[config.mk]
export PLATFORM = sky130hd
export DESIGN_NAME = gdma_rdata_stream_flat
export DESIGN_NICKNAME = d
export VERILOG_FILES = /design/src/rtl/gdma_rdata_stream_pkg.sv /design/src/rtl/gdma_rdata_stream_if.sv /design/src/rtl/gdma_rdata_stream_skid_fifo.sv /design/src/rtl/gdma_rdata_stream.sv /design/src/flat_wrapper.sv
export SDC_FILE = /design/constraint.sdc
export NUM_CORES = 1
export LEC_CHECK = 0
export ABC_AREA = 1
export CORE_ASPECT_RATIO = 0.8
export CORE_MARGIN = 3
export CORE_UTILIZATION = 55
export DETAILED_ROUTE_END_ITERATION = 8
export GPL_ROUTABILITY_DRIVEN = 0
export PLACE_DENSITY = 0.78
export SLEW_MARGIN = 10
export SYNTH_ARGS = -nofsm -noshare
export SYNTH_HDL_FRONTEND = slang
export SYNTH_SLANG_ARGS = --single-unit
[constraint.sdc]
create_clock -name clk -period 5.45 [get_ports clk]
set_input_delay 1.3625 -clock clk [delete_from_list [all_inputs] [get_ports clk]]
set_output_delay 1.3625 -clock clk [all_outputs]
set_load 0.03 [all_outputs]
[src/rtl/gdma_rdata_stream_pkg.sv]
// gdma_rdata_stream_pkg: shared types and beat/byte-enable helpers for the GDMA read-data stream.
package gdma_rdata_stream_pkg;
    typedef enum logic [1:0] {IDLE, RUN, WAIT} state_t;
    localparam logic [1:0] AXI_RESP_OKAY = 2'b00;
    function automatic logic [32:0] ceil_beats(input logic [31:0] len, input int bytes);
        return ({1'b0, len} + 33'(bytes - 1)) / 33'(bytes);
    endfunction
    // Byte enables for the final beat; a zero tail means the last beat is full.
    function automatic logic [15:0] tkeep_last(input int tail);
        return (tail == 0) ? 16'hFFFF : 16'((32'd1 << tail) - 32'd1);
    endfunction
endpackage

[src/rtl/gdma_rdata_stream_if.sv]
// gdma_rdata_stream_if: AXI4 R channel in, AXI4-Stream out.
interface gdma_rdata_stream_if #(parameter int DATA_W = 32);
    logic [DATA_W-1:0]   rdata;
    logic [1:0]          rresp;
    logic                rlast;
    logic                rvalid;
    logic                rready;
    logic [DATA_W-1:0]   m_tdata;
    logic [DATA_W/8-1:0] m_tkeep;
    logic                m_tlast;
    logic                m_tvalid;
    logic                m_tready;
    modport master (output rdata, rresp, rlast, rvalid, m_tready,
                    input rready, m_tdata, m_tkeep, m_tlast, m_tvalid);
    modport slave (input rdata, rresp, rlast, rvalid, m_tready,
                   output rready, m_tdata, m_tkeep, m_tlast, m_tvalid);
endinterface

[src/rtl/gdma_rdata_stream_skid_fifo.sv]
// gdma_rdata_stream_skid_fifo: synchronous FIFO with registered storage and full/empty flags.
module gdma_rdata_stream_skid_fifo #(
    parameter int W = 32,
    parameter int DEPTH = 4
) (
    input  logic         clk,
    input  logic         rst,
    input  logic         push,
    input  logic [W-1:0] din,
    input  logic         pop,
    output logic [W-1:0] dout,
    output logic         full,
    output logic         empty
);
    localparam int AW = $clog2(DEPTH);
    logic [W-1:0] mem [DEPTH];
    logic [AW-1:0] wp, rp;
    logic [AW:0] cnt;
    logic do_push, do_pop;
    // A pop frees the slot in the same cycle, so a full FIFO may still take a push.
    assign do_push = push && (!full || pop);
    assign do_pop = pop && !empty;
    assign full = cnt == (AW+1)'(DEPTH);
    assign empty = cnt == '0;
    assign dout = mem[rp];
    always_ff @(posedge clk) begin
        if (do_push) mem[wp] <= din;
    end
    always_ff @(posedge clk or posedge rst) begin
        if (rst) begin
            wp <= '0;
            rp <= '0;
            cnt <= '0;
        end else begin
            if (do_push) wp <= wp + 1'b1;
            if (do_pop) rp <= rp + 1'b1;
            cnt <= cnt + (AW+1)'(do_push) - (AW+1)'(do_pop);
        end
    end
endmodule

[src/rtl/gdma_rdata_stream.sv]
// gdma_rdata_stream: forwards the AXI R channel as a paced AXI4-Stream with length-derived tlast/tkeep
// and sticky response/overrun errors.
module gdma_rdata_stream
    import gdma_rdata_stream_pkg::*;
#(
    parameter int DATA_W = 32,
    parameter int FIFO_DEPTH = 4,
    parameter int DIV_W = 32
) (
    input  logic                 clk,
    input  logic                 rst,
    input  logic                 op_start,
    input  logic [31:0]          length,
    input  logic                 addr_done,
    output logic                 done,
    input  logic [DIV_W-1:0]     speed_divider,
    gdma_rdata_stream_if.slave   bus,
    output logic                 resp_err,
    output logic                 overrun_err
);
    localparam int BYTES = DATA_W / 8;
    state_t state;
    logic [32:0] in_rem, out_rem;
    logic [DIV_W-1:0] pace_cnt;
    logic [BYTES-1:0] keep_last;
    logic full, empty, r_hs, push, pop;
    logic unused;
    assign unused = bus.rlast;
    assign r_hs = bus.rvalid && bus.rready;
    assign push = r_hs && in_rem != '0;
    assign pop = bus.m_tvalid && bus.m_tready;
    assign bus.rready = state != IDLE && !full;
    assign bus.m_tvalid = !empty && pace_cnt == '0;
    assign bus.m_tlast = bus.m_tvalid && out_rem == 33'd1;
    assign bus.m_tkeep = !bus.m_tvalid ? '0 : bus.m_tlast ? keep_last : '1;
    gdma_rdata_stream_skid_fifo #(.W(DATA_W), .DEPTH(FIFO_DEPTH)) u_fifo (
        .clk(clk),
        .rst(rst),
        .push(push),
        .din(bus.rdata),
        .pop(pop),
        .dout(bus.m_tdata),
        .full(full),
        .empty(empty)
    );
    always_ff @(posedge clk or posedge rst) begin
        if (rst) begin
            state <= IDLE;
            done <= 1'b1;
            in_rem <= '0;
            out_rem <= '0;
            pace_cnt <= '0;
            keep_last <= '0;
            resp_err <= 1'b0;
            overrun_err <= 1'b0;
        end else begin
            pace_cnt <= pop ? speed_divider : (pace_cnt != '0) ? pace_cnt - 1'b1 : pace_cnt;
            if (push) in_rem <= in_rem - 1'b1;
            if (pop && out_rem != '0) out_rem <= out_rem - 1'b1;
            // Beats beyond the programmed count are consumed but never reach the FIFO.
            if (r_hs && in_rem == '0) overrun_err <= 1'b1;
            if (r_hs && bus.rresp != AXI_RESP_OKAY) resp_err <= 1'b1;
            case (state)
                IDLE: if (op_start) begin
                    state <= RUN;
                    done <= 1'b0;
                    in_rem <= ceil_beats(length, BYTES);
                    out_rem <= ceil_beats(length, BYTES);
                    keep_last <= BYTES'(tkeep_last(int'(length % 32'(BYTES))));
                    resp_err <= 1'b0;
                    overrun_err <= 1'b0;
                end
                RUN: if (in_rem == '0 && out_rem == '0) state <= WAIT;
                WAIT: if (addr_done) begin
                    state <= IDLE;
                    done <= 1'b1;
                end
                default: state <= IDLE;
            endcase
        end
    end
endmodule
[src/flat_wrapper.sv]
// flat-port wrapper written by rule: the top's interface ports become plain ports
module gdma_rdata_stream_flat import gdma_rdata_stream_pkg::*;
#(
    parameter int DATA_W = 32,
    parameter int FIFO_DEPTH = 4,
    parameter int DIV_W = 32
)
  (clk, rst, op_start, length, addr_done, done, speed_divider, resp_err, overrun_err, bus_rdata, bus_rresp, bus_rlast, bus_rvalid, bus_m_tready, bus_rready, bus_m_tdata, bus_m_tkeep, bus_m_tlast, bus_m_tvalid);
  gdma_rdata_stream_if #(.DATA_W(DATA_W)) bus_i ();
  input  logic clk;
  input  logic rst;
  input  logic op_start;
  input  logic [31:0] length;
  input  logic addr_done;
  output logic done;
  input  logic [DIV_W-1:0] speed_divider;
  output logic resp_err;
  output logic overrun_err;
  input wire logic [$bits(bus_i.rdata)-1:0] bus_rdata;
  input wire logic [$bits(bus_i.rresp)-1:0] bus_rresp;
  input wire logic [$bits(bus_i.rlast)-1:0] bus_rlast;
  input wire logic [$bits(bus_i.rvalid)-1:0] bus_rvalid;
  input wire logic [$bits(bus_i.m_tready)-1:0] bus_m_tready;
  output wire logic [$bits(bus_i.rready)-1:0] bus_rready;
  output wire logic [$bits(bus_i.m_tdata)-1:0] bus_m_tdata;
  output wire logic [$bits(bus_i.m_tkeep)-1:0] bus_m_tkeep;
  output wire logic [$bits(bus_i.m_tlast)-1:0] bus_m_tlast;
  output wire logic [$bits(bus_i.m_tvalid)-1:0] bus_m_tvalid;
  assign bus_i.rdata = bus_rdata;
  assign bus_i.rresp = bus_rresp;
  assign bus_i.rlast = bus_rlast;
  assign bus_i.rvalid = bus_rvalid;
  assign bus_i.m_tready = bus_m_tready;
  assign bus_rready = bus_i.rready;
  assign bus_m_tdata = bus_i.m_tdata;
  assign bus_m_tkeep = bus_i.m_tkeep;
  assign bus_m_tlast = bus_i.m_tlast;
  assign bus_m_tvalid = bus_i.m_tvalid;
  gdma_rdata_stream #(.DATA_W(DATA_W), .FIFO_DEPTH(FIFO_DEPTH), .DIV_W(DIV_W)) u_core (.clk(clk), .rst(rst), .op_start(op_start), .length(length), .addr_done(addr_done), .done(done), .speed_divider(speed_divider), .bus(bus_i), .resp_err(resp_err), .overrun_err(overrun_err));
endmodule
==> impl_results.md, run 1 <==
- Share of cells above drive strength 1: 6.75%
- Top post-synthesis cells by area: edfxtp_1 (29%), dfrtp_1 (21%), nand2_1 (12%), nor2_1 (8.1%), o21ai_0 (4.7%)
- Ant. Diodes: 0
- Hold Crit Depth: 2
- Drt first pass iters: 6
- Leak: 0.00650 µW
- Hold Crit Start: u_core.keep_last[0]
- Clock Tree Buf Depth: 3
- First-pass GRT wire length: 56200 µm
- Worst slew pin tran: 1.02 ns
- Largest area contributor in the netlist: edfxtp_1
- Syn nets: 1737
- Die ar.: 0.0260 mm²
- CTS H-tree lvls: 1
- Mapped cell area: 0.0133 mm²
- Post-DRT Antenna Nets: 0
- Synth top area share: 29.0%
- Fin Setup TNS: 0 ns
- Non-filler cells in the finished layout: about 2100
- Clock Sinks: 242
- Die Y-Extent: 145 µm
- Overall global routing resource usage: a little over a quarter
- Post-synth top flop: edfxtp_1
- Unrepaired setup endpoints after global routing: false
- # resized after CTS: 0
- Status: completed
- Area of the multi-input gates: 0.00589 mm²
- Via count: 11649
- Critical R2R Capture: u_core.u_fifo.cnt[2]
- Final hold vios: 0
- Std cell rows: 50
- Total gr overflow: 0
- Avg WL per Cell: 16.8 µm
- Setup violations, final: 0
- Setup Fix Bufs, Post-CTS: 0
- Worst Hold End: u_core.keep_last[0]
- Via/cell ratio: 5.57
- Syn Inst Count: 1616
- Chip width: roughly 180 µm
- Largest net degree at the start of global routing: 65
- Core Area: 0.0236 mm²
- Final wirelength: 35100 µm
- Num CTS Buffers: 26
- Port-buffer cells: between 100 and 150
- WS Path Type: reg -> out
- Post-synth EDFFs: 128
- Sequential-to-total area share from yosys stat: 50.5%
- Post-synth ARST share: 47.1%
- CP Capture Type: output pin
- Residual DRC count: 0
- CP Max Fanout: 34
- Clock latency on the worst-skew pair: 0.53 ns
- Starting Density: 56.2%
- Hold buffers post-CTS: 0
- Post-DP HPWL: roughly 25000 µm
- Fillers: 1867
- Synth Register Bits: 242
- Area grow syn2layout: 20.5%
- VDD IR max: 0.239 mV
- Placed Cells: a little over 2000
- Nature of the critical path startpoint: flip-flop
- Class of the worst hold path: reg -> reg
- Register area: 0.00670 mm²
- Distinct cells, synth: 51
- R2r setup slk: 2.29 ns
- Clk slew on worst S/H paths: 0.06 ns
- CTS tree: built
- Clock Tree Root: clkbuf_16
- Critical path origin: u_core.u_fifo.rp[1]
- Power density over cell area: between 300 and 400 mW/mm²
- Initial antenna violation count: 1
- Post-Syn Area per Cell: 8.21 µm²
- Vias in the first global route: 10872
- Final worst-path cycle share: slightly above 80%
- Worst Clk Skew: 0.0141 ns
- Iteration-0 DRC Markers: 1144
- CP Data Arrival Time: 3.13 ns
- Worst Reg-to-Reg Cells: 14
- Min Tclk post-route: 4.49 ns
- Slew Limit Fails: 0
- RR Startpoint: u_core.pace_cnt[0]
- Post-layout nets: roughly 1900
- Fmax achieved: between 200 and 250 MHz
- IO Count: approximately 150
- Yosys warns: 0
- Max-cap violation count: 0
- Required time of the critical path: 4.09 ns
- Relative slew slack: about a third
==> cell type report <==
| cell class | instances | area share [%] |
|---|---|---|
| Sequential cell | 242 | 41.9 |
| Multi-Input combinational cell | 1199 | 36.8 |
| Timing Repair Buffer | 158 | 9.69 |
| Clock buffer | 35 | 4.61 |
| Inverter | 131 | 3.09 |
| Tap cell | 312 | 2.44 |
| Clock inverter | 13 | 1.44 |
==> layout by cell type, fill, tap and decap left out, types with 3 or more instances in the layout <==
master           instances
edfxtp_1               128
nand2_2                  8
inv_1                  122
clkdlybuf4s50_1        145
o211ai_1                 7
nor2_1                 280
clkbuf_16               27
xor2_1                  53
nand2_1                409
nor3_2                   4
nor4_1                   5
or2_2                    7
buf_4                   13
xnor2_1                 23
nand3_1                 87
nand4_1                 35
o22ai_1                 33
bufinv_16                6
inv_2                    7
nor3_1                  25
clkbuf_1                 3
nand3_2                  5
dfrtp_1                113
a21o_1                   3
o21ai_1                  3
nor2_4                   3
clkbuf_4                 3
ha_1                    15
a21oi_1                 23
o21ai_0                125
nor2_2                  20
o21bai_1                 3
==> per-stage QoR <==
stage | utilization, % | setup WS (ns) | hold slack, ns | area, µm² | power (µW)
2_1_floorplan | - | 1.07 | 0.435 | 13300 | 3410
3_3_place_gp | 63.7 | 1.58 | 0.447 | 15000 | 3820
3_5_place_dp | 63.7 | 1.53 | 0.461 | 15000 | 3860
4_1_cts | 67.8 | 0.957 | 0.476 | 16000 | 5860
5_1_grt | 67.8 | 0.742 | 0.496 | 16000 | 6180
6_report | 67.8 | 0.962 | 0.469 | 16000 | 5850
==> Yosys cell counts (2+ instances only) <==
cell type and count:
nand3b_1 2, nand2_1 409, buf_1 3, dfrtp_1 113, nor3_1 25, nor3b_1 2
nor2_4 3, nand3_1 87, nor3_2 4, and2_1 2, nor2_1 285, o22ai_1 33
a21o_1 3, nor4_1 5, nand2_2 8, buf_2 13, buf_6 2, clkbuf_1 24
buf_4 2, or2_2 7, xor2_1 53, a21oi_1 23, a211oi_1 2, edfxtp_1 128
xnor2_1 23, o21bai_1 3, o211ai_1 7, nand4_1 35, ha_1 15, inv_2 7
o21ai_0 125, nor2_2 15, nand3_2 5, o221ai_1 2, inv_1 123, o21ai_1 3
==> sequential cells by signal (all words and copies together) (netlist names), 2 cells and up <==
name	flops
u_core.u_fifo.mem	128
u_core.in_rem	33
u_core.out_rem	33
u_core.pace_cnt	32
u_core.keep_last	4
u_core.u_fifo.cnt	3
u_core.state	2
u_core.u_fifo.rp	2
u_core.u_fifo.wp	2
==> report_power, final <==
part	internal, µW	leakage, µW	switching (µW)	total (µW)
clock	1240	0.000468	733	1970
sequential	2170	0.00252	265	2430
combinational	494	0.00351	953	1450
total	3900	0.00650	1950	5850
==> routing by layer <==
metal	up-vias	GRT usage, %	part of all wire, %
li1	5633	-	-
met1	5428	39.1	45
met2	524	40.4	44
met3	62	5.09	9.1
met4	2	6.18	2.3
met5	-	0	0.037
==> critical path, cell delays in order, from the launching register on <==
cell and delay (ns):
dfrtp_1 0.36, buf_4 0.25, inv_1 0.79, o21ai_0 0.23, o22ai_1 0.24, clkdlybuf4s50_1 0.71
==> logic make-up (layout without fill, tap and decap cells) <==
family	after synthesis	after routing	synth area share, %
AO/OA/AOI/OAI	207	207	8.68
XOR/XNOR	76	76	5.02
adder cells (fa/ha/maj)	16	16	1.57
buffers and inverters	175	337	5.24
flip-flops	242	242	50.5
AND/OR/NAND/NOR	900	900	29.0
==> worst max-delay path by stage <==
| stage | endpoint | slack [ns] | depth (start not counted) |
|---|---|---|---|
| after floorplan | u_core.in_rem[0] | 1.07 | 1 |
| after global placement | bus_m_tdata[8] | 1.58 | 5 |
| after detailed placement | bus_m_tdata[1] | 1.53 | 5 |
| after CTS | bus_m_tdata[1] | 0.96 | 5 |
| after global routing | bus_m_tdata[28] | 0.74 | 5 |
| final | bus_m_tdata[28] | 0.96 | 5 |
Power figures use the tool's default switching activity.
==> run 2, diff against run 1 <==
==> constraint.sdc (replaced) <==
create_clock -name clk -period 4.6 [get_ports clk]
set_input_delay 1.15 -clock clk [delete_from_list [all_inputs] [get_ports clk]]
set_output_delay 1.15 -clock clk [all_outputs]
set_load 0.03 [all_outputs]
==> impl_results.md, run 2 (synthesized netlist as in run 1, its figures left out) <==
- Combinational share of power: 25.9% (was 24.7%)
- Starting Density: 56.2% (unchanged)
- Relative slew slack: 43.1% (was 31.9%)
- Sw frac: 34.5% (was 33.3%)
- Power density over cell area: 420 mW/mm² (was 366 mW/mm²)
- Largest net degree at the start of global routing: 59 (was 65)
- Clock Sinks: 242 (unchanged)
- Clock latency on the worst-skew pair: 0.53 ns (about the same)
- Nature of the critical path startpoint: flip-flop (unchanged)
- IO Count: 147 (unchanged)
- Clock share of power: 30.8% (was 33.7%)
- Total gr overflow: 0 (unchanged)
- Std cell rows: 50 (unchanged)
- Clock Tree Root: clkbuf_16 (unchanged)
- Via count: 11717 (was 11649)
- Leak: 0.00644 µW (was 0.00650 µW)
- Worst Clk Skew: 0.0144 ns (was 0.0141 ns)
- Die ar.: 0.0260 mm² (unchanged)
- CTS H-tree lvls: 1 (unchanged)
- CP Max Fanout: 15 (was 34)
- Clock Tree Buf Depth: 3 (unchanged)
- Overall global routing resource usage: 26.4% (was 26.3%)
- Setup violations, final: 0 (unchanged)
- Vias in the first global route: 10970 (was 10872)
- Avg WL per Cell: 16.8 µm (about the same)
- Post-DP HPWL: 25000 µm (was 24600 µm)
- Slew Limit Fails: 0 (unchanged)
- Fin util: 67.3% (was 67.8%)
- Worst slew pin tran: 0.853 ns (was 1.02 ns)
- Die Y-Extent: 145 µm (unchanged)
- Sequential share of power: 43.2% (was 41.6%)
- Area grow syn2layout: 19.7% (was 20.5%)
- Final wirelength: 35100 µm (about the same)
- Residual DRC count: 0 (unchanged)
- # resized after CTS: 0 (unchanged)
- Chip width: 180 µm (unchanged)
- Largest regs: u_core.u_fifo.mem x128, u_core.in_rem x33, u_core.out_rem x33 (unchanged)
- Drt first pass iters: 6 (unchanged)
- Max reg flops: 128 (unchanged)
- Max-cap violation count: 0 (unchanged)
- Num CTS Buffers: 25 (was 26)
- VDD IR max: 0.317 mV (was 0.239 mV)
- Most frequent cells in the layout: nand2_1 (409), nor2_1 (280), clkdlybuf4s50_1 (145) (unchanged)
- Via/cell ratio: 5.60 (was 5.57)
- Most flop-heavy register: u_core.u_fifo.mem (unchanged)
- Clk slew on worst S/H paths: 0.06 ns (about the same)
- R2r setup slk: 1.43 ns (was 2.29 ns)
- Min Tclk post-route: 4.17 ns
- Fmax achieved: 240 MHz
- Hold buffers post-CTS: 0 (unchanged)
- WS Path Type: reg -> out (unchanged)
- Port-buffer cells: 145 (unchanged)
- Commonest non-fill, non-tap cell in the layout: nand2_1 (unchanged)
- Core Area: 0.0236 mm² (unchanged)
- First-pass GRT wire length: 56700 µm (was 56200 µm)
- Post-DRT Antenna Nets: 0 (unchanged)
- Post-layout nets: 1881 (was 1879)
- Setup Fix Bufs, Post-CTS: 0 (unchanged)
- Ant. Diodes: 0 (unchanged)
- Required time of the critical path: 3.45 ns (was 4.09 ns)
- Post-route cell area: 0.0159 mm² (was 0.0160 mm²)
- CP Data Arrival Time: 3.02 ns (was 3.13 ns)
- DP Area: 0.0151 mm² (was 0.0150 mm²)
- Final hold vios: 0 (unchanged)
- Cell Int Power: 4370 µW (was 3900 µW)
- Class of the worst hold path: reg -> reg (unchanged)
- Initial antenna violation count: 0 (was 1)
- Share of cells above drive strength 1: 6.52% (was 6.75%)
- Status: completed (unchanged)
- Iteration-0 DRC Markers: 1253 (was 1144)
- Switch Pwr: 2300 µW (was 1950 µW)
- Unrepaired setup endpoints after global routing: false (unchanged)
- Final worst-path cycle share: around nine tenths
- CTS tree: built (unchanged)
- Fin Setup TNS: 0 ns (unchanged)
- CP Capture Type: output pin (unchanged)
run 2: cell count changes in the layout (fill, tap and decap cells not counted), moves of 2 or more:
| cell | before | now |
|---|---|---|
| buf_4 | 13 | 15 |
| bufinv_16 | 6 | 3 |
| clkbuf_1 | 3 | 6 |
| clkbuf_16 | 27 | 25 |
| clkbuf_4 | 3 | 0 |
| clkinv_1 | 2 | 4 |
run 2: path summary, 6_finish.rpt:
kind | cells past startpoint | start | end
min in group asynchronous | 2 | rst | u_core.pace_cnt[21]
min | 2 | u_core.keep_last[0] | u_core.keep_last[0]
min reg2reg | 2 | u_core.keep_last[0] | u_core.keep_last[0]
max in group asynchronous | 3 | rst | u_core.out_rem[8]
max | 9 | u_core.pace_cnt[0] | bus_m_tlast
max reg2reg | 14 | u_core.pace_cnt[0] | u_core.u_fifo.cnt[2]
run 2: through the flow:
step	setup slack [ns]	hold slack, ns	total power, µW	cells
2_1_floorplan	0.436	0.435	4050	1616
6_report	0.435	0.478	6670	2091
4_1_cts	0.444	0.480	6650	2091
3_5_place_dp	0.930	0.464	4600	2045
3_3_place_gp	1.01	0.451	4540	2045
5_1_grt	0.259	0.505	7040	2091
run 2: metal layers:
layer / vias to the layer above / global-route usage, % / routed length, µm
li1: 5637 / - / -
met3: 78 / 4.69 / 3150
met5: - / 0 / 0
met1: 5457 / 39.0 / 15600
met2: 545 / 40.1 / 15200
met4: 0 / 7.85 / 1100
run 2: final cells by class:
type,count,area [µm²]
clock inverters,13,153
inverters,131,494
clock buffers,33,676
well taps,312,390
flip-flops and latches,242,6700
fillers,1873,7700
repair buffers,161,1580
multi-input cells,1199,5890
run 2: worst max-delay path: stages, from the launching register on:
cell and delay, ns:
dfrtp_1 0.37, inv_1 0.15, ha_1 0.25, nand2_1 0.08, nor2_1 0.14, nand2_2 0.10, nor2_8 0.28, nand2_1 0.25
nor2_1 0.16, clkdlybuf4s50_1 0.70
run 2: power groups by stage:
stage	sequential [µW]	clock [µW]	combinational, µW
2_1_floorplan	2830	0	1220
3_3_place_gp	2900	0	1640
3_5_place_dp	2910	0	1690
4_1_cts	2870	2080	1700
5_1_grt	2920	2170	1950
6_report	2890	2060	1730
==> run 3, diff against run 2 <==
--- a/config.mk
+++ b/config.mk
@@ -6,6 +6,7 @@
 export NUM_CORES = 1
 export LEC_CHECK = 0
 export ABC_AREA = 1
+export CAP_MARGIN = 5
 export CORE_ASPECT_RATIO = 0.8
 export CORE_MARGIN = 3
 export CORE_UTILIZATION = 55
==> results of run 3 <==
Same layout as run 2: the final DEF is identical, and so are final timing and power.
